### config.mk
export PLATFORM = sky130hd
export DESIGN_NAME = pwm_symbol_decoder
export DESIGN_NICKNAME = d
export VERILOG_FILES = /design/src/rtl/decoder_pkg.sv /design/src/rtl/pwm_level_detector.sv /design/src/rtl/pwm_symbol_decoder.sv
export SDC_FILE = /design/constraint.sdc
export NUM_CORES = 1
export LEC_CHECK = 0
export CORE_MARGIN = 4
export CORE_UTILIZATION = 47
export CTS_CLUSTER_DIAMETER = 30
export DETAILED_ROUTE_END_ITERATION = 6
export HOLD_SLACK_MARGIN = 0.15
export PLACE_DENSITY = 0.89
export SLEW_MARGIN = 20
export SYNTH_ARGS = -nofsm -noshare
export SYNTH_HDL_FRONTEND = slang
export SYNTH_SLANG_ARGS = --single-unit
### constraint.sdc
create_clock -name clock -period 3.76 [get_ports clock]
set_input_delay 0.94 -clock clock [delete_from_list [all_inputs] [get_ports clock]]
set_output_delay 0.94 -clock clock [all_outputs]
set_load 0.01 [all_outputs]
### src/rtl/decoder_pkg.sv
// Shared constants and helpers for the PWM symbol decoder.
// DEF_DATA_W / DEF_SYM_W are the default widths used by the decoder
// modules; SYM_MAX is the largest positive symbol at the default width.
package decoder_pkg;

  localparam int DEF_DATA_W = 16;
  localparam int DEF_SYM_W  = 8;
  localparam int SYM_MAX    = (1 << (DEF_SYM_W - 1)) - 1;

  // Clamp a signed integer into the range of a width-bit two's complement value.
  function automatic int sat_signed(input int value, input int width);
    int hi;
    int lo;
    hi = (1 << (width - 1)) - 1;
    lo = -(1 << (width - 1));
    if (value > hi)
      return hi;
    else if (value < lo)
      return lo;
    else
      return value;
  endfunction

endpackage

### src/rtl/pwm_level_detector.sv
// Hysteresis comparator for the PWM symbol decoder.
// The comparison is done two bits wider than the sample so that
// ref_in +/- HYST cannot wrap. level_next is the combinational decision
// for the current sample; level_q is that decision registered.
module pwm_level_detector
  import decoder_pkg::*;
#(
  parameter int DATA_W = DEF_DATA_W,
  parameter int HYST   = 0
) (
  input  logic                     clock,
  input  logic                     reset_n,
  input  logic signed [DATA_W-1:0] ref_in,
  input  logic signed [DATA_W-1:0] data_in,
  output logic                     level_next,
  output logic                     level_q
);

  localparam int EXT_W = DATA_W + 2;

  logic signed [EXT_W-1:0] data_ext;
  logic signed [EXT_W-1:0] ref_ext;
  logic signed [EXT_W-1:0] hyst_ext;
  logic signed [EXT_W-1:0] upper;
  logic signed [EXT_W-1:0] lower;

  assign data_ext = {{2{data_in[DATA_W-1]}}, data_in};
  assign ref_ext  = {{2{ref_in[DATA_W-1]}}, ref_in};
  assign hyst_ext = EXT_W'(HYST);
  assign upper    = ref_ext + hyst_ext;
  assign lower    = ref_ext - hyst_ext;

  // Decide the new level; inside the hysteresis band the old level is kept.
  always_comb begin
    level_next = level_q;
    if (data_ext > upper)
      level_next = 1'b1;
    else if (data_ext <= lower)
      level_next = 1'b0;
  end

  // Register the level so the top can spot high-to-low transitions.
  always_ff @(posedge clock) begin
    if (!reset_n)
      level_q <= 1'b0;
    else
      level_q <= level_next;
  end

endmodule

### src/rtl/pwm_symbol_decoder.sv
// Pulse-width demodulator: counts enabled clocks while the sample is above
// threshold and emits the width as a signed symbol on each pulse end.
// Optional build macro DECODER_SIGNED_SYMBOL_EN: when defined, the emitted
// symbol is the width minus CENTER_VAL, saturated to the symbol range.
module pwm_symbol_decoder
  import decoder_pkg::*;
#(
  parameter int DATA_W     = DEF_DATA_W,
  parameter int SYM_W      = DEF_SYM_W,
  parameter int HYST       = 0,
  parameter int MIN_PULSE  = 2,
  parameter int CENTER_VAL = 64
) (
  input  logic                     clock,
  input  logic                     reset_n,
  input  logic                     enable_counter,
  input  logic signed [DATA_W-1:0] ref_in,
  input  logic signed [DATA_W-1:0] data_in,
  output logic signed [SYM_W-1:0]  decoded_symbol,
  output logic                     symbol_valid
);

`ifdef DECODER_SIGNED_SYMBOL_EN
  localparam bit SIGNED_EN = 1'b1;
`else
  localparam bit SIGNED_EN = 1'b0;
`endif

  // Offset removed from the width before output; zero leaves the raw count.
  localparam int OFFSET = SIGNED_EN ? CENTER_VAL : 0;

  localparam logic [SYM_W-1:0] CNT_MAX = SYM_W'((1 << (SYM_W - 1)) - 1);
  localparam logic [SYM_W-1:0] MIN_CNT = SYM_W'(MIN_PULSE);

  logic             level_next;
  logic             level_q;
  logic             falling;
  logic [SYM_W-1:0] cnt;
  logic [SYM_W-1:0] sym_next;

  pwm_level_detector #(
    .DATA_W (DATA_W),
    .HYST   (HYST)
  ) u_level (
    .clock      (clock),
    .reset_n    (reset_n),
    .ref_in     (ref_in),
    .data_in    (data_in),
    .level_next (level_next),
    .level_q    (level_q)
  );

  assign falling  = level_q & ~level_next;
  assign sym_next = SYM_W'(sat_signed(int'(cnt) - OFFSET, SYM_W));

  // Width counter: counts enabled high samples, saturates, clears on pulse end.
  always_ff @(posedge clock) begin
    if (!reset_n)
      cnt <= '0;
    else if (falling)
      cnt <= '0;
    else if (level_next && enable_counter && (cnt != CNT_MAX))
      cnt <= cnt + 1'b1;
  end

  // Emit the symbol on a pulse end unless the pulse was too short.
  always_ff @(posedge clock) begin
    if (!reset_n) begin
      decoded_symbol <= '0;
      symbol_valid   <= 1'b0;
    end else begin
      symbol_valid <= 1'b0;
      if (falling && (cnt >= MIN_CNT)) begin
        decoded_symbol <= $signed(sym_next);
        symbol_valid   <= 1'b1;
      end
    end
  end

endmodule

# Word level (Yosys, flattened, before mapping)
# Cells that the tools add are included.
[classes] addsub=1 magnitude_cmp=5 eq_ne=1 muxes=5 bitwise_logic=3 reduce_logical=4
[ops] cell="16-bit greater-than comparator" n=1
[ops] cell="16-bit <= comparator" n=1
[ops] cell="8-bit two-way mux" n=2
[ops] cell="9-bit by 8-bit < comparator with 1-bit output (second input constant)" n=1
[ops] cell="8-bit by 1-bit adder with 8-bit output (second input constant)" n=1
[ops] cell="8-bit by 2-bit >= comparator with 1-bit output (second input constant)" n=1
[ops] cell="8-bit by 7-bit greater-than comparator with 1-bit output (second input constant)" n=1
[ops] cell="8-bit by 7-bit inequality test with 1-bit output (second input constant)" n=1
[ops] cell="1-bit logical AND" n=3
[ops] cell="1-bit two-way mux" n=3
[ops] cell="1-bit inverter" n=2
[ops] cell="2-bit OR reduction" n=1
[ops] cell="1-bit bitwise AND" n=1
[totals] ff_bits=18 output_inout_bits=9 word_cells=23

# Logic depth before layout (Yosys ltp)
# Gate-level depths: netlist (run 1).
[logic_depth] ltp_word=7 depth_mapped=9

# Hierarchy
# A second synthesis (run 1) with hierarchy kept.
[hier_totals] cells_unflattened=144 hier_area_um2=1268.7
[by_module_without_submodules] mod="pwm_symbol_decoder" instances=1 cells_each=82 area_each_um2=795.8 seq_area_each_um2=340.3
[by_module_without_submodules] mod="pwm_level_detector" instances=1 cells_each=62 area_each_um2=473.0 seq_area_each_um2=20.0

# Worst setup path before layout (run 1)
# OpenSTA, ideal clock, no wires.
[synth_timing] path_type="input port to flip-flop" from="input port ref_in[14]" to="register decoded_symbol[7]" setup_time_ps=116 arrival_ps=2866 required_time_ps=3644 path_slack_ps=778 path_stages=9 path_buffers=1 path_cell_list="inv_1 ha_1 a21oi_1 a21boi_0 a211o_1 buf_2 o311ai_1 nand3_2 and3_1"
[synth_via] elab_chain_len=6 word_cells_on_any_way=7 classes_between="2 x order compare; 2 x mux; 2 x bitwise; 1 x reduce/logical"
[synth_rtl] item="start, declared" line="pwm_symbol_decoder.sv:17" rtl="input logic signed [DATA_W-1:0] ref_in,"
[synth_rtl] item="16-bit <= comparator" line="pwm_level_detector.sv:38" rtl="else if (data_ext <= lower)"
[synth_rtl] item="1-bit two-way mux" line="pwm_level_detector.sv:38"
[synth_rtl] item="1-bit two-way mux *" line="pwm_level_detector.sv:36" rtl="if (data_ext > upper)"
[synth_rtl] item="1-bit inverter *" line="pwm_symbol_decoder.sv:53" rtl="assign falling = level_q & ~level_next;"
[synth_rtl] item="1-bit bitwise AND *" line="pwm_symbol_decoder.sv:53"
[synth_rtl] item="1-bit logical AND *" line="pwm_symbol_decoder.sv:73" rtl="if (falling && (cnt >= MIN_CNT)) begin"
[synth_rtl] item="end signal, assigned" line="pwm_symbol_decoder.sv:74" rtl="decoded_symbol <= $signed(sym_next);"
[synth_rtl] item="end, declared" line="pwm_symbol_decoder.sv:19" rtl="output logic signed [SYM_W-1:0] decoded_symbol,"
# Every way passes the cells marked *; elsewhere a longest branch is shown, timed or not.
# A chain may end at the register's enable or synchronous reset.

# Final worst setup path (run 1)
[layout_timing] from="input port ref_in[11]" to="register decoded_symbol[2]"
# The elaborated chain is that of the path after synthesis.

==> reports/summary.txt, run 1 <==
Status -> finished clean
Compound-gate portion of the synthesized area -> 23.9%
Max-cap violation count -> 0
Initial antenna violation count -> 0
Sw Share -> 28.5%
DRC Markers -> 0
PD cells -> 210 nW/um2
CTS root buf -> clkbuf_4
Clk_skew -> 0.00155 ns
Hold Path Class -> flop to flop
Kind of critical path -> primary input to flop
Ports -> 44
Syn Nets -> 232
Detailed placement HPWL -> 2920 um
Hold_buf cts -> 0
Post-synthesis mux area share -> 4.82%
Clock-pin slew on the worst setup and hold paths -> 0.09 ns
Die height -> 63.6 um
Clock Power Share -> 22.5%
Crit path launch type -> primary input
Synth Area in Adders -> 14.6%
Syn Std Cell Area -> 1460 um2
CP endpoint kind -> flop
Nets -> 280
Combinational fraction of design power -> 30.1%
Vias in the first global route -> 1356
Clock buffer depth -> 2
Ys Warns -> 0
Area growth syn-to-layout -> 35.6%
Seq/Total Area, Yosys -> 24.8%
Final worst path period share -> 86.7%
Net switching power -> 118 uW
Post-CTS resize count -> 0
Die ar. -> 4050 um2
Critical path buffers and inverters -> 3
Worst r2r src -> cnt[1]
Hold EP -> decoded_symbol[0]
Setup violations, final -> 0
Post-route ant nets -> 0
Worst EP required -> 3.95 ns
Setup TNS -> 0 ns
Slowest cell on the critical path -> clkdlybuf4s50_1
Synth Area in Simple Gates -> 24.7%
RePlAce Congestion -> 0.881
CP max FO -> 6
Worst Tran Pin Value -> 0.669 ns
Int Pwr -> 297 uW
Top delay family on crit path -> compound AO/OA/AOI/OAI gates
Drt total wl -> 3550 um
Total Power -> 415 uW
WHS Path Cells -> 2
Seq pwr share -> 47.5%
First-pass GRT wire length -> 6080 um
Row count -> 19
Overall Global Routing Usage -> 18.2%
Syn Inst Count -> 180
XOR/XNOR Fraction of Synth Area -> 0%
Vias post-DR -> 1494
Layout cells sized above 1 -> 7.96%
Pleak -> 0.813 nW
PortBufs -> 43
RSZ-0062 raised after global routing -> false
Hold_sp -> decoded_symbol[0]
Cells on worst reg2reg path -> 7
Post-synth cell types -> 39
Mean area per synthesized cell -> 8.08 um2
CORE AREA -> 2850 um2
CTS tree -> done
Starting Density -> 51.0%
Clock period minus worst slack -> 3.26 ns
Ant diodes -> 0
H-tree depth -> 1
TritonCTS Buffers -> 3
Arrival @ worst endpoint -> 3.44 ns
Largest net degree at the start of global routing -> 19
Final instance area -> 1970 um2
RR Endpoint -> cnt[2]
Die X -> 63.6 um
Final Hold Fails -> 0
FF-to-FF setup slack -> 1.56 ns
Slew Viols, Final -> 0
Worst IR Drop VDD -> 212 uV
Total gr overflow -> 0
Relative slew slack -> 55.1%
Fin util -> 69.2%
Cell breakdown of the critical path -> clkdlybuf4s50_1, inv_1, ha_1, a21oi_1, o21ai_0, a211o_1, o311ai_1, nand3_2, buf_4, mux2i_1
TritonRoute pass-1 iters -> 4
Vias per cell -> 5.81
Yosys reg bits -> 18
# Post-CTS Setup Buffers -> 0
CP max stage delay -> 0.45 ns
Filler Cell Count -> 233
Number of DRC markers after the initial detailed-route iteration -> 67
Largest family of logic cells by synthesized area -> simple AND/OR/NAND/NOR gates
Placed inst area -> 1950 um2
Routed length per instance -> 13.8 um
Max Clk Rate -> 307 MHz
Clock latency on the worst-skew pair -> 0.29 ns
CTS sink count -> 18
-- state kept, by name (all words and copies together) (netlist names) --
name             count
symbol_valid         1
u_level.level_q      1
decoded_symbol       8
cnt                  8
-- worst reg2reg max path: stages (launching register included) --
cell	delay, ns
dfxtp_1	0.44
ha_1	0.23
nand2_1	0.15
o31ai_2	0.59
nor3b_1	0.14
o31ai_1	0.18
a21oi_1	0.12
nor4_1	0.26
-- per-stage QoR --
step           cells  setup WS (ns)  hold WS (ns)
2_1_floorplan    180          0.778         0.479
3_3_place_gp     254          0.277         0.447
3_5_place_dp     254          0.203         0.453
4_1_cts          257          0.516         0.466
5_1_grt          257          0.376         0.503
6_report         257          0.501         0.464
-- area by class of cell --
cell class / instances / area [um2] / share of cell area, %
inverters: 19 / 71.3 / 3.61
well taps: 31 / 38.8 / 1.97
clock buffers: 3 / 22.5 / 1.14
flip-flops and latches: 18 / 360 / 18.3
multi-input cells: 135 / 990 / 50.2
repair buffers: 51 / 490 / 24.9
-- cells by family after synthesis --
kind of cell / Yosys count
mux: 7
flops: 18
fa+ha+maj: 17
buf+inv: 27
compound gates: 50
simple gates: 61
-- power by group through the flow --
stage	Clock [mW]	Combinational, mW	Sequential (mW)
after floorplan	0	0.0681	0.200
after global placement	0	0.122	0.201
after detailed placement	0	0.125	0.201
after CTS	0.0952	0.125	0.197
after global routing	0.109	0.138	0.198
final	0.0932	0.125	0.197
-- synthesized netlist by cell type, drive strengths merged --
| master | count | share of area (%) |
|---|---|---|
| nand3b | 1 | 0.52 |
| nor4b | 1 | 0.60 |
| mux2i | 7 | 4.8 |
| nor4 | 9 | 4.3 |
| dfxtp | 18 | 25 |
| and2 | 1 | 0.43 |
| buf | 3 | 1.0 |
| nor3b | 2 | 1.4 |
| a2111o | 1 | 0.77 |
| nor2 | 3 | 0.77 |
| a21oi | 17 | 5.8 |
| a2111oi | 1 | 1.9 |
| a21o | 5 | 2.6 |
| a211oi | 1 | 0.52 |
| nor3 | 5 | 1.7 |
| nand2 | 12 | 3.1 |
| or4 | 1 | 0.52 |
| o31a | 1 | 0.60 |
| o31ai | 7 | 4.3 |
| and3 | 1 | 0.43 |
| nand3 | 11 | 4.1 |
| nor2b | 1 | 0.43 |
| ha | 17 | 15 |
| o311a | 1 | 0.69 |
| a211o | 1 | 0.60 |
| nand4 | 11 | 5.2 |
| inv | 19 | 4.9 |
| and4 | 2 | 1.2 |
| o21ai | 11 | 3.8 |
| clkbuf | 5 | 1.3 |
| a311o | 1 | 0.69 |
| o211ai | 1 | 0.52 |
| a21boi | 1 | 0.52 |
| o311ai | 1 | 0.60 |
-- layout by cell type, fill, tap and decap left out, drive strengths merged, types with 2 or more instances in the layout --
| cell | instances |
|---|---|
| a21o | 5 |
| a21oi | 17 |
| and4 | 2 |
| buf | 8 |
| clkbuf | 3 |
| clkdlybuf4s50 | 43 |
| dfxtp | 18 |
| ha | 17 |
| inv | 19 |
| mux2i | 7 |
| nand2 | 12 |
| nand3 | 11 |
| nand4 | 11 |
| nor2 | 3 |
| nor3 | 5 |
| nor3b | 2 |
| nor4 | 9 |
| o21ai | 11 |
| o31ai | 7 |
-- worst max path at each step --
stage                     slack, ns                 to  cells after the start       start
after floorplan                0.78  decoded_symbol[7]                      9  ref_in[14]
after CTS                      0.52  decoded_symbol[2]                     10  ref_in[11]
after detailed placement       0.20  decoded_symbol[2]                     10  ref_in[11]
after global routing           0.38  decoded_symbol[0]                     10  ref_in[11]
after global placement         0.28  decoded_symbol[0]                     10  ref_in[11]
final                          0.50  decoded_symbol[2]                     10  ref_in[11]
-- layer usage --
layer / share of wire [%] / global-route usage [%] / routed length (um)
met3: 3.5 / 3.55 / 125
met5: 0 / 0 / 0
met2: 49 / 31.6 / 1750
met1: 47 / 23.4 / 1660
met4: 0.70 / 3.23 / 25
Power figures use the tool's default switching activity.
==> run 2, diff against run 1 <==
--- a/config.mk
+++ b/config.mk
@@ -6,12 +6,12 @@
 export NUM_CORES = 1
 export LEC_CHECK = 0
 export CORE_MARGIN = 4
-export CORE_UTILIZATION = 47
+export CORE_UTILIZATION = 51
 export CTS_CLUSTER_DIAMETER = 30
 export DETAILED_ROUTE_END_ITERATION = 6
 export HOLD_SLACK_MARGIN = 0.15
-export PLACE_DENSITY = 0.89
-export SLEW_MARGIN = 20
+export PLACE_DENSITY = 0.95
+export SLEW_MARGIN = 0
 export SYNTH_ARGS = -nofsm -noshare
 export SYNTH_HDL_FRONTEND = slang
 export SYNTH_SLANG_ARGS = --single-unit
==> constraint.sdc (replaced) <==
create_clock -name clock -period 3.96 [get_ports clock]
set_input_delay 0.99 -clock clock [delete_from_list [all_inputs] [get_ports clock]]
set_output_delay 0.99 -clock clock [all_outputs]
set_load 0.01 [all_outputs]
==> run 2 against run 1 <==
Effect of this change:
- combinational power is 7% lower
- critical path type unchanged
- clock-buffer cell count is 1 higher
- worst hold slack better by 0.0024 ns
- highest routed layer unchanged
- total power is 0.18% higher
- critical endpoint is now decoded_symbol[7]
==> reports/summary.txt, run 2 (synthesis gave the netlist of run 1 again) <==
Status -> finished clean
Hold_buf cts -> 0 (unchanged)
Ant diodes -> 0 (unchanged)
Row count -> 19 (unchanged)
CTS tree -> done
Max-cap violation count -> 0 (unchanged)
Routed length per instance -> 14.1 um (+1.8%)
CP endpoint kind -> flop
DRC Markers -> 0 (unchanged)
Worst Tran Pin Value -> 0.694 ns (+0.0250 ns)
CORE AREA -> 2730 um2 (-4.2%)
Clock buffer depth -> 2 (unchanged)
Die X -> 61.4 um (-3.5%)
Vias post-DR -> 1528 (+2.3%)
Kind of critical path -> primary input to flop
Final Hold Fails -> 0 (unchanged)
Overall Global Routing Usage -> 20.7% (+2.5 points)
Number of DRC markers after the initial detailed-route iteration -> 58 (-13%)
H-tree depth -> 1 (unchanged)
Pleak -> 0.801 nW (-1.5%)
PortBufs -> 43 (unchanged)
Starting Density -> 53.2% (+2.2 points)
Most frequent cells in the layout -> 43 x clkdlybuf4s50_1, 19 x inv_1, 18 x dfxtp_1
Die height -> 61.4 um (-3.5%)
Post-CTS resize count -> 0 (unchanged)
TritonCTS Buffers -> 3 (unchanged)
Slowest cell on the critical path -> clkdlybuf4s50_1
CTS root buf -> clkbuf_4
Vias per cell -> 6.02 (+3.5%)
Arrival @ worst endpoint -> 3.62 ns (+0.18 ns)
Clock-pin slew on the worst setup and hold paths -> 0.10 ns (about the same)
Multi-input gate area -> 990 um2 (unchanged)
Final worst path period share -> 86.3%
RSZ-0062 raised after global routing -> false
Commonest non-fill, non-tap cell in the layout -> clkdlybuf4s50_1
Post-Layout Cell Count -> 254 (-1.2%)
CTS sink count -> 18 (unchanged)
Slew Viols, Final -> 0 (unchanged)
Clock period minus worst slack -> 3.42 ns
Relative slew slack -> 53.4% (-1.7 points)
Clk_skew -> 0.00661 ns (+0.00506 ns)
Filler Cell Count -> 215 (-7.7%)
TritonRoute pass-1 iters -> 4 (unchanged)
Max Clk Rate -> 293 MHz
Area growth syn-to-layout -> 34.5%
Detailed placement HPWL -> 2860 um (-2.0%)
Layout cells sized above 1 -> 6.73% (-1.2 points)
Post-route ant nets -> 0 (unchanged)
Critical path buffers and inverters -> 2 (-1)
Die ar. -> 3770 um2 (-6.9%)
Cell breakdown of the critical path -> clkdlybuf4s50_1, inv_1, ha_1, a21oi_1, o21ai_0, a211o_1, o311ai_1, nand3_2, and3_1
Vias in the first global route -> 1399 (+3.2%)
PD cells -> 212 nW/um2 (+1.0%)
Ports -> 44 (unchanged)
Worst IR Drop VDD -> 266 uV (+25%)
Largest regs -> cnt: 8 flops, decoded_symbol: 8 flops
Hold Path Class -> flop to flop
Initial antenna violation count -> 0 (unchanged)
Nets -> 276 (-1.4%)
Worst EP required -> 4.16 ns (+0.21 ns)
Setup TNS -> 0 ns (unchanged)
RePlAce Congestion -> 0.924 (+4.9%)
FF+latch area -> 360 um2 (unchanged)
Setup violations, final -> 0 (unchanged)
CP max FO -> 10 (+4)
First-pass GRT wire length -> 6000 um (-1.3%)
Total gr overflow -> 0 (unchanged)
CP max stage delay -> 0.45 ns (about the same)
Drt total wl -> 3570 um (+0.59%)
Top delay family on crit path -> compound AO/OA/AOI/OAI gates
Crit path launch type -> primary input
Clock latency on the worst-skew pair -> 0.30 ns (about the same)
# Post-CTS Setup Buffers -> 0 (unchanged)
Largest net degree at the start of global routing -> 19 (unchanged)
Placed cells -> 250 (-1.6%)
[run 2: changes by cell type in the layout (fill, tap and decap cells not counted), sizes merged]
| cell | change |
|---|---|
| clkbuf | +1 |
| buf | -4 |
[run 2: final timing paths]
kind / slack [ns] / startpoint / to / cells after the start
max: 0.54 / ref_in[11] / decoded_symbol[7] / 9
min: 0.47 / decoded_symbol[1] / decoded_symbol[1] / 2
max reg2reg: 1.69 / cnt[3] / cnt[2] / 6
min reg2reg: 0.47 / decoded_symbol[1] / decoded_symbol[1] / 2
[run 2: per-layer routing]
layer / vias to the layer above / track usage, % / routed length (um)
li1: 769 / - / -
met1: 691 / 26.0 / 1500
met2: 56 / 35.3 / 1760
met3: 12 / 3.98 / 251
met4: 0 / 6.97 / 67
met5: - / 0 / 0
[run 2: worst reg2reg max path: stages (launching register included)]
cell     delay (ns)
dfxtp_1        0.51
nand4_1        0.25
o31ai_2        0.67
nor3b_1        0.15
o31ai_1        0.19
a21oi_1        0.14
nor4_1         0.27
[run 2: area by class of cell]
cell class / count / share of cell area, %
tap: 31 / 1.98
sequential: 18 / 18.4
timing repair buffer: 47 / 23.5
inverter: 19 / 3.64
clock buffer: 4 / 1.85
multi-input combinational: 135 / 50.6
[run 2: through the flow]
stage	power, mW	setup WS (ns)	hold slack (ns)	util [%]	area [um2]
2_1_floorplan	0.255	0.928	0.479	-	1460
3_3_place_gp	0.303	0.292	0.451	70.3	1920
3_5_place_dp	0.307	0.243	0.457	70.3	1920
4_1_cts	0.416	0.559	0.471	71.6	1960
5_1_grt	0.439	0.357	0.496	71.6	1960
6_report	0.416	0.542	0.466	71.6	1960
[run 2: power by group]
| part | total, mW | internal [mW] | switching, mW |
|---|---|---|---|
| logic | 0.116 | 0.0597 | 0.0565 |
| registers | 0.187 | 0.184 | 0.00307 |
| clock network | 0.113 | 0.0561 | 0.0565 |
